File: src/rtl/branch_pkg.sv
// Shared types and default widths for the execute-stage branch resolver.
package branch_pkg;

  localparam int unsigned DEF_XLEN  = 32;
  localparam int unsigned DEF_CNT_W = 32;

  typedef enum logic [2:0] {
    F3_BEQ  = 3'b000,
    F3_BNE  = 3'b001,
    F3_RSV2 = 3'b010,
    F3_RSV3 = 3'b011,
    F3_BLT  = 3'b100,
    F3_BGE  = 3'b101,
    F3_BLTU = 3'b110,
    F3_BGEU = 3'b111
  } funct3_e;

  typedef enum logic {
    IDLE = 1'b0,
    HOLD = 1'b1
  } state_e;

endpackage

File: src/rtl/br_cond_eval.sv
// Combinational branch condition decode from comparator flags and funct3.
module br_cond_eval
  import branch_pkg::*;
(
  input  logic       i_is_branch,
  input  logic [2:0] i_funct3,
  input  logic       i_less,
  input  logic       i_equal,
  output logic       o_taken_c,
  output logic       o_illegal_c,
  output logic       o_unsigned_c
);

  assign o_unsigned_c = i_is_branch & i_funct3[1];

  always_comb begin
    o_taken_c   = 1'b0;
    o_illegal_c = 1'b0;
    case (funct3_e'(i_funct3))
      F3_BEQ:           o_taken_c = i_equal;
      F3_BNE:           o_taken_c = ~i_equal;
      F3_BLT, F3_BLTU:  o_taken_c = i_less;
      F3_BGE, F3_BGEU:  o_taken_c = ~i_less;
      default:          o_illegal_c = 1'b1;
    endcase
  end

endmodule

File: src/rtl/branch_resolve.sv
// Execute-stage branch/jump resolver with registered redirect and flush handshake.
// Define BR_PERF_CNT_EN to add saturating branch/taken/mispredict counters.
module branch_resolve
  import branch_pkg::*;
#(
  parameter int unsigned XLEN  = DEF_XLEN
`ifdef BR_PERF_CNT_EN
  ,
  parameter int unsigned CNT_W = DEF_CNT_W
`endif
) (
  input  logic            i_clk,
  input  logic            i_rst_n,
  input  logic            i_valid,
  output logic            o_ready,
  input  logic            i_is_branch,
  input  logic            i_is_jal,
  input  logic            i_is_jalr,
  input  logic [2:0]      i_funct3,
  input  logic [XLEN-1:0] i_pc,
  input  logic [XLEN-1:0] i_imm,
  input  logic [XLEN-1:0] i_rs1_data,
  input  logic            i_pred_taken,
  input  logic [XLEN-1:0] i_pred_pc,
  output logic            o_br_unsigned,
  input  logic            i_br_less,
  input  logic            i_br_equal,
  output logic            o_redirect_valid,
  input  logic            i_redirect_ready,
  output logic [XLEN-1:0] o_redirect_pc,
  output logic            o_flush,
  output logic [XLEN-1:0] o_link_pc,
  output logic            o_illegal
`ifdef BR_PERF_CNT_EN
  ,
  output logic [CNT_W-1:0] o_br_cnt,
  output logic [CNT_W-1:0] o_taken_cnt,
  output logic [CNT_W-1:0] o_mispred_cnt
`endif
);

  logic cond_taken, cond_illegal;

  br_cond_eval u_cond (
    .i_is_branch  (i_is_branch),
    .i_funct3     (i_funct3),
    .i_less       (i_br_less),
    .i_equal      (i_br_equal),
    .o_taken_c    (cond_taken),
    .o_illegal_c  (cond_illegal),
    .o_unsigned_c (o_br_unsigned)
  );

  state_e          state_q, state_d;
  logic            rv_q, rv_d;
  logic [XLEN-1:0] rpc_q, rpc_d;
  logic            flush_q, flush_d;
  logic [XLEN-1:0] link_q, link_d;
  logic            ill_q, ill_d;

  logic            is_jump, is_cf, accept, taken, mispred;
  logic [XLEN-1:0] pc_plus4, target, next_pc;

  // Target and prediction check; JALR target has bit 0 cleared.
  assign is_jump  = i_is_jal | i_is_jalr;
  assign is_cf    = i_is_branch | is_jump;
  assign o_ready  = (state_q == IDLE);
  assign accept   = i_valid & o_ready;
  assign pc_plus4 = i_pc + XLEN'(4);
  assign target   = i_is_jalr ? ((i_rs1_data + i_imm) & {{(XLEN-1){1'b1}}, 1'b0})
                              : (i_pc + i_imm);
  assign taken    = is_jump | (i_is_branch & cond_taken);
  assign next_pc  = taken ? target : pc_plus4;
  assign mispred  = (taken != i_pred_taken) | (taken & (target != i_pred_pc));

  always_comb begin
    state_d = state_q;
    rv_d    = rv_q;
    rpc_d   = rpc_q;
    flush_d = 1'b0;
    link_d  = link_q;
    ill_d   = 1'b0;
    case (state_q)
      IDLE: begin
        if (accept && is_cf) begin
          if (is_jump) link_d = pc_plus4;
          ill_d = i_is_branch & ~is_jump & cond_illegal;
          if (mispred) begin
            rv_d    = 1'b1;
            rpc_d   = next_pc;
            flush_d = 1'b1;
            state_d = HOLD;
          end
        end
      end
      HOLD: begin
        if (i_redirect_ready) begin
          rv_d    = 1'b0;
          state_d = IDLE;
        end
      end
      default: state_d = IDLE;
    endcase
  end

  always_ff @(posedge i_clk or negedge i_rst_n) begin
    if (!i_rst_n) begin
      state_q <= IDLE;
      rv_q    <= 1'b0;
      rpc_q   <= '0;
      flush_q <= 1'b0;
      link_q  <= '0;
      ill_q   <= 1'b0;
    end else begin
      state_q <= state_d;
      rv_q    <= rv_d;
      rpc_q   <= rpc_d;
      flush_q <= flush_d;
      link_q  <= link_d;
      ill_q   <= ill_d;
    end
  end

  assign o_redirect_valid = rv_q;
  assign o_redirect_pc    = rpc_q;
  assign o_flush          = flush_q;
  assign o_link_pc        = link_q;
  assign o_illegal        = ill_q;

`ifdef BR_PERF_CNT_EN
  logic [CNT_W-1:0] br_cnt_q, br_cnt_d, tk_cnt_q, tk_cnt_d, mp_cnt_q, mp_cnt_d;
  logic             cnt_en;

  // Saturating event counters over accepted branch/jump instructions.
  assign cnt_en = accept & is_cf;

  always_comb begin
    br_cnt_d = br_cnt_q;
    tk_cnt_d = tk_cnt_q;
    mp_cnt_d = mp_cnt_q;
    if (cnt_en) begin
      if (!(&br_cnt_q))            br_cnt_d = br_cnt_q + CNT_W'(1);
      if (taken && !(&tk_cnt_q))   tk_cnt_d = tk_cnt_q + CNT_W'(1);
      if (mispred && !(&mp_cnt_q)) mp_cnt_d = mp_cnt_q + CNT_W'(1);
    end
  end

  always_ff @(posedge i_clk or negedge i_rst_n) begin
    if (!i_rst_n) begin
      br_cnt_q <= '0;
      tk_cnt_q <= '0;
      mp_cnt_q <= '0;
    end else begin
      br_cnt_q <= br_cnt_d;
      tk_cnt_q <= tk_cnt_d;
      mp_cnt_q <= mp_cnt_d;
    end
  end

  assign o_br_cnt      = br_cnt_q;
  assign o_taken_cnt   = tk_cnt_q;
  assign o_mispred_cnt = mp_cnt_q;
`endif

endmodule
File: config.mk
export PLATFORM = sky130hd
export DESIGN_NAME = branch_resolve
export DESIGN_NICKNAME = d
export VERILOG_FILES = /design/src/rtl/branch_pkg.sv /design/src/rtl/br_cond_eval.sv /design/src/rtl/branch_resolve.sv
export SDC_FILE = /design/constraint.sdc
export NUM_CORES = 1
export LEC_CHECK = 0
export BUFFER_PORTS_ARGS = -buffer_cell sky130_fd_sc_hd__buf_2
export CAP_MARGIN = 20
export CORE_MARGIN = 1
export CORE_UTILIZATION = 41
export DETAILED_ROUTE_END_ITERATION = 8
export PLACE_DENSITY_LB_ADDON = 0.25
export RECOVER_POWER = 25
export SLEW_MARGIN = 20
export SYNTH_ARGS = -nofsm -noshare
export SYNTH_HDL_FRONTEND = slang
export SYNTH_SLANG_ARGS = --single-unit
export TNS_END_PERCENT = 50
File: constraint.sdc
create_clock -name i_clk -period 2.4 [get_ports i_clk]
set_input_delay 0.36 -clock i_clk [delete_from_list [all_inputs] [get_ports i_clk]]
set_output_delay 0.36 -clock i_clk [all_outputs]
set_load 0.05 [all_outputs]
# Word-level counts from Yosys, hierarchy flattened
# Index checks and enable logic that the tools add are counted.
classes:
  add_sub_neg: 3
  n_mul: 0
  div: 0
  n_lt_le_gt_ge: 0
  eq_ne: 10
  shifts: 0
  n_mux: 15
  n_bitwise: 14
  n_reduce_logical: 8
ops:
  columns: ["operator", "n"]
  rows:
  - ["$add 32x32->32", 2]
  - ["$mux 32", 2]
  - ["$add 32x3->32 const B", 1]
  - ["$ne 32x32->1", 1]
  - ["$eq 3x3->1 const B", 4]
  - ["$mux 1", 10]
  - ["$reduce_and 3->1", 3]
  - ["$and 1x1->1", 6]
  - ["$reduce_or 6->1", 1]
  - ["$ne 2x1->1 const B", 2]
  - ["$not 1->1", 4]
  - ["$or 1x1->1", 4]
  - ["$pmux 1 s2", 2]
  - ["$pmux 1 s4", 1]
  - ["$reduce_or 2->1", 2]
  - ["$eq 3x1->1 const B", 1]
  - ["$logic_not 3->1", 1]
  - ["$ne 2x2->1 const B", 1]
  - ["$logic_and 1x1->1", 1]
  - ["$ne 1x1->1", 1]
totals:
  reg_bits: 68
  latch_bits: 0
  mem_bits_rw: 0
  rom_bits: 0
  input_bits: 141
  output_inout_bits: 69
  elab_cells: 56
  memories: 0

# Logic depth before layout (Yosys ltp)
depth:
  depth_word: 10
  mapped_depth: 15
  mapped_depth_nobuf: 14

# Hierarchy
# From an unflattened synthesis, not the netlist that was laid out.
hier_totals:
  cells_unflattened: 1133
  hier_area_um2: 8912.3
by_module_without_submodules:
  columns: ["module", "n_inst", "cells_per_inst", "area_per_inst_um2", "seq_area_each_um2"]
  rows:
  - ["branch_resolve", 1, 1127, 8869.8, 1701.6]
  - ["br_cond_eval", 1, 6, 42.5, 0.0]

# Least setup slack after synthesis
# Ideal clock, no wire load.
synth_path:
  kind: "in2reg"
  startpoint: "input port i_imm[0]"
  endpoint: "register rpc_q[10], in the netlist o_redirect_pc[10]"
  setup_time_ps: 125
  arrival_ps: 3917
  t_required_ps: 2275
  slack_ps: -1642
  path_stages: 15
  path_buffers: 1
  cell_sequence: "and2_1 > fa_1 > a21o_1 > a221oi_4 > o21ai_1 > a21oi_1 > mux2_2 > a21o_1 > a2111oi_0 > nand4_1 > nor4_1 > nand4b_1 > o21ai_4 > buf_6 > mux2_4"
synth_via:
  elab_chain_cells: 6
  word_cells_on_any_way: 8
  classes_between: "add/sub: 2; eq/ne: 1; mux: 2; bitwise: 2; reduce/logical: 1"
synth_rtl:
  columns: ["item", "line_no", "text"]
  rows:
  - ["start: declaration", "branch_resolve.sv:21", "input logic [XLEN-1:0] i_imm,"]
  - ["$add 32x32->32, on equally long branches", "branch_resolve.sv:71, branch_resolve.sv:70", null]
  - ["$mux 32 *", "branch_resolve.sv:70", "assign target = i_is_jalr ? ((i_rs1_data + i_imm) & {{(XLEN-1){1'b1}}, 1'b0})"]
  - ["$ne 32x32->1", "branch_resolve.sv:74", "assign mispred = (taken != i_pred_taken) | (taken & (target != i_pred_pc));"]
  - ["$and 1x1->1", "branch_resolve.sv:74", null]
  - ["$or 1x1->1", "branch_resolve.sv:74", null]
  - ["$reduce_and 3->1 (no source line)", null, null]
  - ["end signal: assignment", "branch_resolve.sv:117", "rpc_q <= rpc_d;"]
  - ["end: declaration", "branch_resolve.sv:56", "logic [XLEN-1:0] rpc_q, rpc_d;"]
# Mark *: on every way between the ends. The rest lies on a longest branch, timed or not.
# A chain may end at the register's enable or synchronous reset.

# Final worst setup path
layout_path:
  startpoint: "input port i_rs1_data[0]"
  endpoint: "register rpc_q[15], in the netlist o_redirect_pc[15]"
layout_via:
  elab_chain_cells: 6
  word_cells_on_any_way: 7
  classes_between: "add/sub: 1; eq/ne: 1; mux: 2; bitwise: 2; reduce/logical: 1"
layout_rtl:
  columns: ["item", "line_no", "text"]
  rows:
  - ["start: declaration", "branch_resolve.sv:22", "input logic [XLEN-1:0] i_rs1_data,"]
  - ["$add 32x32->32 *", "branch_resolve.sv:70", null]
  - ["$mux 32 *", "branch_resolve.sv:70", null]
  - ["$ne 32x32->1", "branch_resolve.sv:74", null]
  - ["$and 1x1->1", "branch_resolve.sv:74", null]
  - ["$or 1x1->1", "branch_resolve.sv:74", null]
  - ["$reduce_and 3->1 (no source line)", null, null]
# Marked as above.

==> out/results.tsv <==
stage	metric	value	unit
power	peakVddDrop	0.0003704	V
logic_synthesis	synth.top_cell.area_share	19.92	%
cts	cts_hold_buf	0	
timing	fin_crit	4.034	ns
logic_synthesis	synthTopCellsByCount	a21oi_1 (117), nand2_1 (100), nor2_1 (87)	
logic_synthesis	syn_nets	1296	
route	detail_route.wl_per_cell	17.35	um
route	via_count	10541	
worst_setup_path	cp.arrival	4.24	ns
global_route	grt_usage	30.22	%
die	initial_utilization	42.09	%
die	io_pins	210	
status	status	complete, but fails checks	
place	gp_congestion	0.9353	
timing	max_slew_margin	13.34	%
global_route	grt_max_degree	55	
logic_synthesis	synth-edff-count	0	
global_route	grt_pass1_wl	51210	um
logic_synthesis	netlist_instances	1091	
logic_synthesis	synth_area	0.008543	mm2
worst_setup_path	regToRegSetupSlack	0.52	ns
power	powerDensity	623.4	mW/mm2
global_route	first_global_vias	10067	
place	dpl_cell_area	0.01250	mm2
logic_synthesis	ys_warn_count	0	
logic_synthesis	avgSynthCellArea	7.831	um2
timing	hold_viol_final	0	
worst_setup_path	end_kind	register	
logic_synthesis	synth_area_leaders	dfrtp_1 (20%), ha_1 (9.1%), a21oi_1 (6.9%)	
cts	clockRootBuffer	clkbuf_16	
cts	clkLatencyLatePin	0.33	ns
worst_setup_path	critPathLaunchType	input port	
timing	timing.final.ws_setup	-1.634	ns
timing	slew_viol_final	0	
die	core	0.02030	mm2
cells_and_area	area_growth	54.77	%
logic_synthesis	ys.flop_type	dfrtp_1	
route	drc	0	
logic_synthesis	synth-seq-area-share	19.92	%
timing	final.setup_skew	0.007403	ns
global_route	grt-ovfl-total	0	
logic_synthesis	yosysMostFrequentCell	a21oi_1	
route	ant_nets	0	
run	drv_cap	0	
cts	cts_buffers	9	
timing	rsz0062_at_grt	yes	
cts	cts_sinks	68	
die	die_x	146.4	um
cts	htreeDepth	3	
timing	fin_crit_sh	168.1	%
cts	cts_tree	built	
route	drt-pass1-iter-count	5	
cts	cts_buffer_depth	2	
logic_synthesis	synth_seq_cells	68	
cts	clk_pin_slew_worst_paths	0.05	ns
status	violations	setup timing	
timing	fmax	247.9	MHz
cells_and_area	final_net_count	1839	
die	die_h	146.4	um
cells_and_area	drive_gt1_share	42.83	%
power	p_leak	0.006447	uW
route	drt-total-wl	33150	um
logic_synthesis	yosysUniqueCellTypes	82	
cells_and_area	nFillCells	1808	
worst_setup_path	required	2.61	ns
timing	worst_pin_slew	1.300	ns
place	io_buffers	209	
logic_synthesis	ys_async_sr_fraction	100.0	%
die	fp.dieArea	0.02142	mm2
route	via_per_inst	5.519	
place	dp_hpwl	27200	um
logic_synthesis	yosysTopAreaCell	dfrtp_1	
timing	setup_violations	35	
timing	hold_slack	0.2225	ns
die	std_cell_rows	52	
cells_and_area	fin_area	0.01322	mm2
worst_setup_path	crit_fanout	6	
global_route	antenna_found_initial	1	
route	drt_iter0_drc	697	
worst_setup_path	path_class	input port to register	
min_path	hold_path.class	input port to register	
[repair_timing]
item / 4_1_cts / 5_1_grt
gates resized for setup: 34 / 39
cloned: 2 / 1
hold endpoints to repair: 0 / 0
setup endpoints to repair: 36 / 37
pin swaps: 14 / 17
setup buffers: 10 / 4
[routing by layer]
metal	global-route usage (%)	up-vias	wire length [um]
met1	42.75	4971	15020
met4	8.854	0	821
met3	2.469	56	2232
met5	0	-	0
li1	-	5105	-
met2	48.98	409	15080
[through the flow]
step | setup TNS [ns] | std cells | util [%] | power [uW] | setup slack (ns)
6_report | -56.01 | 1910 | 65.14 | 8243 | -1.634
5_1_grt | -65.14 | 1910 | 65.14 | 8653 | -1.886
4_1_cts | -55.06 | 1908 | 64.44 | 8085 | -1.608
3_5_place_dp | -72.74 | 1880 | 61.58 | 6640 | -2.095
3_3_place_gp | -70.93 | 1880 | 61.58 | 6540 | -2.041
2_1_floorplan | -51.64 | 1091 | - | 4753 | -1.538
[state kept, by name (all words and copies together), names as in the netlist]
| register | flops |
|---|---|
| state_q | 1 |
| o_redirect_pc | 32 |
| o_illegal | 1 |
| o_redirect_valid | 1 |
| o_flush | 1 |
| o_link_pc | 32 |
[power breakdown]
group | switching, uW | total [uW] | internal, uW | leakage, uW
combinational | 3100 | 5180 | 2080 | 0.00550
clock | 489 | 1340 | 853 | 0.000155
sequential | 214 | 1720 | 1500 | 0.000790
[worst paths after layout]
kind	startpoint	end	cells after the start
max	i_rs1_data[0]	o_redirect_pc[15]$_DFFE_PN0P_	18
min	i_redirect_ready	state_q$_DFF_PN0_	2
max reg2reg	state_q$_DFF_PN0_	o_redirect_pc[8]$_DFFE_PN0P_	8
min reg2reg	state_q$_DFF_PN0_	o_redirect_valid$_DFFE_PN0P_	1
max in group asynchronous	i_rst_n	o_redirect_pc[22]$_DFFE_PN0P_	2
min in group asynchronous	i_rst_n	o_illegal$_DFF_PN0_	1
[area by class of cell]
| cell class | count | area [um2] | share of cell area [%] |
|---|---|---|---|
| sequential | 68 | 1702 | 12.87 |
| timing repair buffer | 587 | 4001 | 30.26 |
| clock buffer | 11 | 252.7 | 1.911 |
| tap | 270 | 337.8 | 2.555 |
| inverter | 29 | 108.9 | 0.8232 |
| multi-input combinational | 939 | 6768 | 51.18 |
| clock inverter | 5 | 50.05 | 0.3785 |
| antenna | 1 | 2.502 | 0.01893 |
[worst max-delay path, stage by stage]
cell and delay (ns):
buf_6 0.09, and2_4 0.14, fa_2 0.34, a21o_1 0.20, a221oi_4 0.40, o21ai_2 0.13
a21oi_2 0.16, mux2_4 0.32, a21o_1 0.20, a2111oi_4 0.28, nand4_1 0.17, nor4_2 0.29
buf_4 0.16, nand4b_1 0.17, o21ai_4 0.22, buf_12 0.15, buf_8 0.13, mux2_4 0.31
[logic make-up (layout without fill, tap and decap cells)]
kind of cell / after synthesis / in the layout / synth area share, %
xor gates and xnor gates: 95 / 95 / 10.22
DFF: 68 / 68 / 19.92
muxes: 70 / 70 / 9.725
other: 0 / 1 / 0
buffers and inverters: 84 / 632 / 4.057
adders and majority gates: 64 / 64 / 9.549
AOI/OAI and AO/OA: 318 / 318 / 23.83
and+or+nand+nor: 392 / 392 / 22.70
[layout by cell type (no fill, tap or decap), types with 6 or more instances in the layout]
cell | synthesis | layout
ha_1 | 62 | 58
nor2_1 | 87 | 85
a21oi_1 | 117 | 111
and4_1 | 7 | 7
o211ai_1 | 14 | 14
xnor2_1 | 50 | 50
mux2_2 | 20 | 13
nand4_1 | 22 | 22
inv_1 | 28 | 27
mux2_4 | 20 | 31
nand2b_1 | 14 | 13
xor2_1 | 42 | 41
dfrtp_1 | 68 | 68
and2_1 | 13 | 12
or3_1 | 10 | 10
mux2i_1 | 26 | 25
a211oi_1 | 14 | 13
o21ai_0 | 77 | 72
or2_2 | 6 | 6
buf_2 | 2 | 205
nand3_1 | 48 | 46
a21o_1 | 15 | 14
clkbuf_16 | 0 | 10
a31oi_1 | 8 | 6
and3_1 | 15 | 15
nor2b_1 | 11 | 11
nor3_1 | 31 | 31
a21oi_2 | 0 | 6
buf_4 | 1 | 367
nand2_1 | 100 | 98
No activity file was read; power rests on OpenSTA's default activity.
